$ cat src/rtl/alu_pkg.sv
// Shared definitions for the 4-bit ALU datapath and its downstream result/status logic.
package alu_pkg;

    localparam int ALU_WIDTH       = 4;
    localparam int ALU_OPW         = 4;
    localparam int ARITH_CLASS_BIT = 3;

    // Opcodes with bit 3 set belong to the arithmetic class (carry/ovf meaningful)
    localparam logic [ALU_OPW-1:0] OP_AND  = 4'h0;
    localparam logic [ALU_OPW-1:0] OP_NAND = 4'h1;
    localparam logic [ALU_OPW-1:0] OP_OR   = 4'h2;
    localparam logic [ALU_OPW-1:0] OP_NOR  = 4'h3;
    localparam logic [ALU_OPW-1:0] OP_XOR  = 4'h4;
    localparam logic [ALU_OPW-1:0] OP_XNOR = 4'h5;
    localparam logic [ALU_OPW-1:0] OP_PASSA = 4'h6;
    localparam logic [ALU_OPW-1:0] OP_NOTA = 4'h7;
    localparam logic [ALU_OPW-1:0] OP_ADD  = 4'h8;
    localparam logic [ALU_OPW-1:0] OP_ADC  = 4'h9;
    localparam logic [ALU_OPW-1:0] OP_SUB  = 4'hA;
    localparam logic [ALU_OPW-1:0] OP_SBB  = 4'hB;
    localparam logic [ALU_OPW-1:0] OP_INC  = 4'hC;
    localparam logic [ALU_OPW-1:0] OP_DEC  = 4'hD;
    localparam logic [ALU_OPW-1:0] OP_NEG  = 4'hE;
    localparam logic [ALU_OPW-1:0] OP_CMP  = 4'hF;

    typedef struct packed {
        logic zero;
        logic neg;
        logic carry;
        logic ovf;
    } alu_flags_t;

    function automatic logic is_arith(input logic [ALU_OPW-1:0] op);
        return op[ARITH_CLASS_BIT];
    endfunction

endpackage

$ cat src/rtl/alu_flag_gen.sv
// Purpose: derive zero/neg/carry/ovf status from an ALU result and its opcode.
// Latency: combinational, zero cycles.
// Backpressure: none; pure function of its inputs.
module alu_flag_gen
    import alu_pkg::*;
#(
    parameter int WIDTH = ALU_WIDTH,
    parameter int OPW   = ALU_OPW
) (
    input  logic [WIDTH-1:0] result,
    input  logic [OPW-1:0]   op,
    input  logic             carry,
    input  logic             ovf,
    output alu_flags_t       flags
);

    logic arith;
    logic unused_op_bits;

    assign arith          = op[ARITH_CLASS_BIT];
    assign unused_op_bits = ^op;

    // Raw carry/ovf from the arith unit are garbage for logic ops, so mask them here.
    always_comb begin
        flags       = '0;
        flags.zero  = (result == '0);
        flags.neg   = result[WIDTH-1];
        flags.carry = carry & arith;
        flags.ovf   = ovf & arith;
    end

endmodule

$ cat src/rtl/alu_result_stage.sv
// Purpose: register ALU results with derived flags in a 2-entry skid FIFO; sticky ovf and delivered count.
// Latency: one cycle from accept to out_valid when empty.
// Backpressure: in_ready is registered from occupancy only and drops when both entries are held.
module alu_result_stage
    import alu_pkg::*;
#(
    parameter int WIDTH = ALU_WIDTH,
    parameter int OPW   = ALU_OPW,
    parameter int CNTW  = 8
) (
    input  logic             clk,
    input  logic             rst_n,
    input  logic             in_valid,
    output logic             in_ready,
    input  logic [WIDTH-1:0] in_result,
    input  logic [OPW-1:0]   in_op,
    input  logic             in_carry,
    input  logic             in_ovf,
    output logic             out_valid,
    input  logic             out_ready,
    output logic [WIDTH-1:0] out_result,
    output logic [OPW-1:0]   out_op,
    output logic             out_zero,
    output logic             out_neg,
    output logic             out_carry,
    output logic             out_ovf,
    output logic             sticky_ovf,
    input  logic             sticky_clr,
    output logic [CNTW-1:0]  result_count
);

    typedef struct packed {
        logic [WIDTH-1:0] result;
        logic [OPW-1:0]   op;
        alu_flags_t       flags;
    } entry_t;

    typedef enum logic [1:0] {
        EMPTY = 2'd0,
        ONE   = 2'd1,
        FULL  = 2'd2
    } occ_e;

    localparam logic [CNTW-1:0] CNT_MAX = '1;

    occ_e       state;
    entry_t     head_q;
    entry_t     tail_q;
    entry_t     in_entry;
    alu_flags_t in_flags;
    logic       out_valid_q;
    logic       in_ready_q;
    logic       push;
    logic       pop;

    alu_flag_gen #(
        .WIDTH (WIDTH),
        .OPW   (OPW)
    ) u_flag_gen (
        .result (in_result),
        .op     (in_op),
        .carry  (in_carry),
        .ovf    (in_ovf),
        .flags  (in_flags)
    );

    assign in_entry = '{result: in_result, op: in_op, flags: in_flags};
    assign push     = in_valid & in_ready_q;
    assign pop      = out_valid_q & out_ready;

    // Head slot always drives the outputs; it is zeroed whenever the FIFO drains.
    always_ff @(posedge clk or negedge rst_n) begin
        if (!rst_n) begin
            state       <= EMPTY;
            head_q      <= '0;
            tail_q      <= '0;
            out_valid_q <= 1'b0;
            in_ready_q  <= 1'b0;
        end else begin
            case (state)
                EMPTY: begin
                    in_ready_q <= 1'b1;
                    if (push) begin
                        head_q      <= in_entry;
                        out_valid_q <= 1'b1;
                        state       <= ONE;
                    end
                end
                ONE: begin
                    case ({push, pop})
                        2'b10: begin
                            tail_q     <= in_entry;
                            in_ready_q <= 1'b0;
                            state      <= FULL;
                        end
                        2'b01: begin
                            head_q      <= '0;
                            out_valid_q <= 1'b0;
                            state       <= EMPTY;
                        end
                        2'b11: begin
                            head_q <= in_entry;
                        end
                        default: begin
                            head_q <= head_q;
                        end
                    endcase
                end
                FULL: begin
                    if (pop) begin
                        head_q     <= tail_q;
                        tail_q     <= '0;
                        in_ready_q <= 1'b1;
                        state      <= ONE;
                    end
                end
                default: begin
                    head_q      <= '0;
                    tail_q      <= '0;
                    out_valid_q <= 1'b0;
                    in_ready_q  <= 1'b0;
                    state       <= EMPTY;
                end
            endcase
        end
    end

    // Set has priority over clear so an overflow delivered during a clear is not lost.
    always_ff @(posedge clk or negedge rst_n) begin
        if (!rst_n) begin
            sticky_ovf   <= 1'b0;
            result_count <= '0;
        end else begin
            if (pop && head_q.flags.ovf) begin
                sticky_ovf <= 1'b1;
            end else if (sticky_clr) begin
                sticky_ovf <= 1'b0;
            end
            if (pop && (result_count != CNT_MAX)) begin
                result_count <= result_count + 1'b1;
            end
        end
    end

    assign in_ready   = in_ready_q;
    assign out_valid  = out_valid_q;
    assign out_result = head_q.result;
    assign out_op     = head_q.op;
    assign out_zero   = head_q.flags.zero;
    assign out_neg    = head_q.flags.neg;
    assign out_carry  = head_q.flags.carry;
    assign out_ovf    = head_q.flags.ovf;

endmodule

$ cat config.mk
export PLATFORM = sky130hd
export DESIGN_NAME = alu_result_stage
export DESIGN_NICKNAME = d
export VERILOG_FILES = /design/src/rtl/alu_pkg.sv /design/src/rtl/alu_flag_gen.sv /design/src/rtl/alu_result_stage.sv
export SDC_FILE = /design/constraint.sdc
export NUM_CORES = 1
export LEC_CHECK = 0
export ABC_AREA = 1
export CAP_MARGIN = 20
export CORE_MARGIN = 2
export CORE_UTILIZATION = 56
export DETAILED_ROUTE_END_ITERATION = 7
export HOLD_SLACK_MARGIN = 0.06
export PLACE_DENSITY = 0.95
export SYNTH_ARGS = -nofsm -noshare
export SYNTH_HDL_FRONTEND = slang
export SYNTH_HIERARCHICAL = 1
export SYNTH_SLANG_ARGS = --single-unit
$ cat constraint.sdc
create_clock -name clk -period 3.1 [get_ports clk]
set_input_delay 0.31 -clock clk [delete_from_list [all_inputs] [get_ports clk]]
set_output_delay 0.31 -clock clk [all_outputs]
set_load 0.02 [all_outputs]
==> metrics.csv, run 1 <==
stage,metric,value,unit
setup_path,"Cell Chain, Critical Path","nand2_2, inv_2, nand2_1, nand3_2, nand2_1, nand2_1",
yosys,Synth top area share,0.460,
placed_design,GP Congestion,0.863,
global_routing,first-pass GRT wire length,8340,um
route,first-pass iteration count of the detailed router,4,
yosys,top post-synthesis cells by area,"dfrtp_1 (46%), nand2_1 (27%), nand3_1 (6.2%)",
global_routing,total track usage,0.263,
route,Routed WL per cell,12.6,um
setup_path,r2r setup slk,1.29,ns
setup_path,Reg-to-Reg End,tail_q[7],
setup_path,CP Data Arrival Time,2.07,ns
run_status,status,"complete, no violations",
die,Ports,38,
yosys,top post-synthesis cells by count,"nand2_1 (143), dfrtp_1 (37), inv_1 (29)",
placed_design,I/O Buffers,37,
die,Row Count,21,
min_path,Hold Crit Class,primary input to async pin,
global_routing,GRT Residual Overflow,0,
layout,layout filler cell count,237,
yosys,async set or reset register ratio after synthesis,1.00,
die,core box area,3390,um^2
die,die height,63.9,um
cts,CTS max path bufs,2,
setup_path,Crit Path Category,register to register,
sta,Post-Route Skew,0.00895,ns
cts,CTS tree,done,
route,Routed Antenna Nets,0,
yosys,cell with the most instances after synthesis,nand2_1,
setup_path,slowest CP cell,dfrtp_1,
yosys,number of flops mapped to enable cells by yosys,0,
die,Die ar.,4090,um^2
setup_path,worst-path fanout max,15,
setup_path,CP Capture Type,register,
placed_design,DP Cell Count,368,
layout,Finished Layout Cells,375,
sta,Final Setup Violations,0,
yosys,synthesis-stage register bit count,37,
cts,TritonCTS Buffers,5,
yosys,post-synth cell types,17,
route,vias after detailed routing,2010,
pwr,Max VDD drop,525,uV
setup_path,data required time at the worst endpoint,3.36,ns
setup_path,"CP delay by family, top",simple AND/OR/NAND/NOR gates,
pwr,Pleak,1.31,nW
run,max-cap viol count,0,
route,initial DRC count,174,
sta,Final min period,1.81,ns
layout,Nets,345,
global_routing,largest net degree at the start of global routing,38,
sta,RSZ-0062 raised after global routing,false,
setup_path,cells on worst reg2reg path,6,
sta,Worst-Margin Slew,0.804,ns
sta,fin crit share,0.584,
yosys,sequential area share after synthesis,0.460,
sta,final number of hold-violating endpoints,0,
route,vias per inst,5.36,
layout,layout cell share with drive strength beyond 1,0.0578,
cts,CTS Sinks,37,
setup_path,cell mode on critical path,nand2_1,
setup_path,WP buf/inv,1,
route,final WL,4740,um
sta,f_max,0.552,GHz
global_routing,initial antenna violation count,0,
sta,"Slew Viols, Final",0,
yosys,syn_area_per_cell,6.84,um^2
die,Die Width,63.9,um
die,Initial Util,0.594,
yosys,post-synthesis cell area,2010,um^2
layout,Layout Area Growth over Synthesis,21.4,%
placed_design,Detail Placement HPWL,3420,um
cts,"Reg clk slew, reported paths",0.11,ns
cts,"Hold-fix buffers, CTS",0,
setup_path,critical path launch point type,register,
setup_path,"slowest stage delay, CP",0.44,ns
pwr,Pwr Density,843,nW/um^2
yosys,dominant synthesized flop cell,dfrtp_1,
sta,setup TNS,0,ns
cts,clock root cell,clkbuf_4,
cts,Post-CTS Setup Bufs,0,
cts,post-CTS resize count,0,
route,DRC viols,0,
yosys,"area leader, netlist",dfrtp_1,
layout,number of diodes,0,
cts,H-tree levels,2,
yosys,Syn. warnings,6,
yosys,Syn Inst Count,294,
yosys,Mapped Nets,310,
sta,headroom to the max-slew limit,0.462,
global_routing,number of global-route vias before repair,1921,
cts,Worst-Skew Late Latency,0.36,ns
setup_path,Worst R2R Start,state[0],
## metal layers
metal / track usage / wire, um / vias up
li1: - / - / 968
met1: 0.335 / 1930 / 930
met2: 0.417 / 2250 / 94
met3: 0.0669 / 413 / 18
met4: 0.125 / 146 / 0
met5: 0 / 0 / -
## worst register-to-register path, cell delays in order, from the launching register on
cell     delay, ns
dfrtp_1       0.44
nand2_2       0.28
inv_2         0.10
nand2_1       0.34
nand3_2       0.32
nand2_1       0.18
nand2_1       0.06
## worst max path at each step
stage	start	to	slack (ns)	depth (start not counted)
final	state[0]	tail_q[7]	1.29	6
after floorplan	result_count[1]	result_count[7]	1.69	8
after detailed placement	in_valid	tail_q[7]	1.03	8
after CTS	state[0]	tail_q[7]	1.31	6
after global routing	state[1]	tail_q[7]	1.20	7
after global placement	in_valid	tail_q[6]	1.10	8
## through the flow
| step | total power [mW] | utilization | hold slack [ns] | instance area (um^2) | setup slack [ns] |
|---|---|---|---|---|---|
| floorplan | 1.46 | - | 0.0144 | 2010 | 1.69 |
| global placement | 1.76 | 0.704 | 0.456 | 2390 | 1.10 |
| detailed placement | 1.80 | 0.704 | 0.460 | 2390 | 1.03 |
| CTS | 2.06 | 0.721 | 0.384 | 2440 | 1.31 |
| global route | 2.21 | 0.721 | 0.408 | 2440 | 1.20 |
| finish | 2.06 | 0.721 | 0.366 | 2440 | 1.29 |
## cell families after synthesis
family,after synthesis,synth area share
AND/OR/NAND/NOR,200,0.405
XOR/XNOR,3,0.0131
AO/OA/AOI/OAI,8,0.0199
adder cells (fa/ha/maj),1,0.00622
flip-flops,37,0.460
buffers and inverters,45,0.0951
## state kept, by name (all words and copies together), names as in the netlist
register	count
out_zero	1
out_carry	1
state	2
result_count	8
sticky_ovf	1
in_ready	1
out_result	4
tail_q	12
out_op	4
out_ovf	1
out_neg	1
out_valid	1
## final cells by class
cell class	instances	area, um^2	area share
Tap cell	46	57.6	0.0236
Inverter	35	131	0.0538
Multi-Input combinational cell	212	895	0.366
Clock buffer	7	55.1	0.0225
Sequential cell	37	926	0.379
Timing Repair Buffer	38	378	0.155
## where the power goes
part	switching [mW]	internal [mW]	leakage [nW]
Sequential	0.124	0.654	0.486
Clock	0.154	0.107	0.0314
Combinational	0.654	0.366	0.794
Total	0.932	1.13	1.31
## layout by cell type, fill, tap and decap left out, drive strengths merged
master and count:
nand3 26, clkdlybuf4s50 37, nor2 21, clkbuf 7, ha 1, dfrtp 37
xnor2 3, inv 35, buf 1, nand2 147, o21ai 7, nand4 6
a21oi 1
No activity file was read; power rests on OpenSTA's default activity.
==> run 2: changes to the inputs <==
--- a/config.mk
+++ b/config.mk
@@ -8,10 +8,10 @@
 export ABC_AREA = 1
 export CAP_MARGIN = 20
 export CORE_MARGIN = 2
-export CORE_UTILIZATION = 56
+export CORE_UTILIZATION = 52
 export DETAILED_ROUTE_END_ITERATION = 7
 export HOLD_SLACK_MARGIN = 0.06
-export PLACE_DENSITY = 0.95
+export PLACE_DENSITY = 0.9
 export SYNTH_ARGS = -nofsm -noshare
 export SYNTH_HDL_FRONTEND = slang
 export SYNTH_HIERARCHICAL = 1
==> constraint.sdc (replaced) <==
create_clock -name clk -period 1.7 [get_ports clk]
set_input_delay 0.17 -clock clk [delete_from_list [all_inputs] [get_ports clk]]
set_output_delay 0.17 -clock clk [all_outputs]
set_load 0.02 [all_outputs]
==> metrics.csv, run 2 (synthesized netlist as in run 1, its figures left out) <==
stage,metric,value,unit
min_path,Hold Crit Class,primary input to async pin,
route,initial DRC count,172,
setup_path,Crit Path Category,register to output pin,
setup_path,"slowest stage delay, CP",0.65,ns
global_routing,GRT Residual Overflow,0,
sta,Final min period,1.54,ns
sta,f_max,0.651,GHz
run,max-cap viol count,0,
cts,TritonCTS Buffers,5,
route,vias after detailed routing,1956,
cts,post-CTS resize count,0,
cts,"Reg clk slew, reported paths",0.07,ns
route,vias per inst,5.08,
placed_design,Detail Placement HPWL,3320,um
sta,"Slew Viols, Final",0,
setup_path,critical path launch point type,register,
sta,setup TNS,0,ns
route,Routed Antenna Nets,0,
cts,CTS max path bufs,2,
sta,Worst-Margin Slew,0.459,ns
layout,Largest register FFs,12,
global_routing,total track usage,0.249,
placed_design,placed cell area,2440,um^2
die,core box area,3690,um^2
layout,largest register by flop count,tail_q,
sta,Final Setup Violations,0,
run_status,status,"complete, no violations",
sta,RSZ-0062 raised after global routing,false,
die,Ports,38,
setup_path,data required time at the worst endpoint,1.53,ns
global_routing,first-pass GRT wire length,8290,um
die,Die ar.,4380,um^2
layout,Layout Area Growth over Synthesis,28.0,%
layout,layout cell share with drive strength beyond 1,0.0831,
pwr,Pleak,1.38,nW
setup_path,CP Capture Type,output pin,
pwr,Max VDD drop,1520,uV
layout,layout filler cell count,313,
setup_path,CP Data Arrival Time,1.37,ns
global_routing,initial antenna violation count,0,
layout,"commonest cells after routing, fill and taps aside","nand2_1 (143), dfrtp_1 (37), clkdlybuf4s50_1 (37), inv_1 (29), nand3_1 (25)",
route,DRC viols,0,
die,Initial Util,0.545,
setup_path,"CP delay by family, top",buffers and inverters,
setup_path,worst-path fanout max,5,
sta,final number of hold-violating endpoints,0,
route,first-pass iteration count of the detailed router,4,
setup_path,WP buf/inv,1,
setup_path,slowest CP cell,clkdlybuf4s50_1,
placed_design,GP Congestion,0.915,
setup_path,"Cell Chain, Critical Path",clkdlybuf4s50_1,
global_routing,largest net degree at the start of global routing,38,
layout,Final Cell Area,2580,um^2
cts,CTS Sinks,37,
route,final WL,4770,um
layout,Nets,352,
pwr,Overall Power,4.28,mW
cts,"Hold-fix buffers, CTS",0,
layout,largest registers,"tail_q: 12 flops, result_count: 8 flops",
placed_design,I/O Buffers,37,
sta,headroom to the max-slew limit,0.694,
route,Routed WL per cell,12.4,um
pwr,Pwr Density,1660,nW/um^2
layout,Final Core Density,0.698,
layout,number of diodes,0,
cts,clock root cell,clkbuf_8,
die,die height,66.2,um
cts,H-tree levels,2,
cts,Worst-Skew Late Latency,0.29,ns
cts,CTS tree,done,
die,Row Count,22,
layout,"most common cell after layout, fill and taps aside",nand2_1,
cts,Post-CTS Setup Bufs,0,
die,Die Width,66.2,um
global_routing,number of global-route vias before repair,1869,
sta,fin crit share,0.903,
sta,Post-Route Skew,0.00251,ns
run 2: changes by cell type in the layout (fill, tap and decap cells not counted), sizes merged:
cell	previous run	this run
buf	1	8
bufinv	0	2
clkbuf	7	5
clkinv	0	1
run 2: worst reg2reg max path: stages, from the launching register on:
cell     delay, ns
dfrtp_1       0.42
ha_1          0.21
nand3_1       0.15
inv_1         0.09
nand2_1       0.10
nand2_2       0.15
inv_1         0.12
nand2_1       0.08
nand2_1       0.04
run 2: worst paths after layout:
path	cells past startpoint	startpoint	to	slack, ns
worst min register to register	2	out_result[2]	out_result[2]	0.49
max in group asynchronous	2	rst_n	out_result[3]	1.08
worst max register to register	8	result_count[1]	result_count[7]	0.23
min in group clk	2	sticky_clr	sticky_ovf	0.45
worst max-delay path	1	result_count[4]	result_count[4]	0.16
worst min-delay path	2	rst_n	result_count[0]	0.30
run 2: per-layer routing:
metal  wire [um]  global-route usage  up-vias
li1            -                   -      976
met1        2050               0.312      912
met2        2380               0.410       61
met3         284              0.0647        7
met4          51              0.0969        0
met5           0                   0        -
run 2: area by class of cell:
class                           count  area, um^2  area share
Sequential cell                    37         926       0.359
Multi-Input combinational cell    212         895       0.347
Timing Repair Buffer               45         430       0.167
Inverter                           35         131      0.0510
Clock buffer                        5        68.8      0.0267
Clock inverter                      3        65.1      0.0253
Tap cell                           48        60.1      0.0233
run 2: power breakdown:
group	internal [mW]	switching [mW]	total [mW]	leakage [nW]
Combinational	0.744	1.21	1.96	0.827
Sequential	1.19	0.223	1.42	0.486
Clock	0.583	0.320	0.903	0.0681
Total	2.52	1.76	4.28	1.38
run 2: per-stage QoR:
| stage | cells | worst slack (ns) | hold WS [ns] |
|---|---|---|---|
| floorplan | 294 | 0.295 | -0.126 |
| global placement | 377 | 0.213 | 0.457 |
| detailed placement | 377 | 0.159 | 0.464 |
| CTS | 385 | 0.149 | 0.312 |
| global route | 385 | 0.0258 | 0.343 |
| finish | 385 | 0.164 | 0.299 |
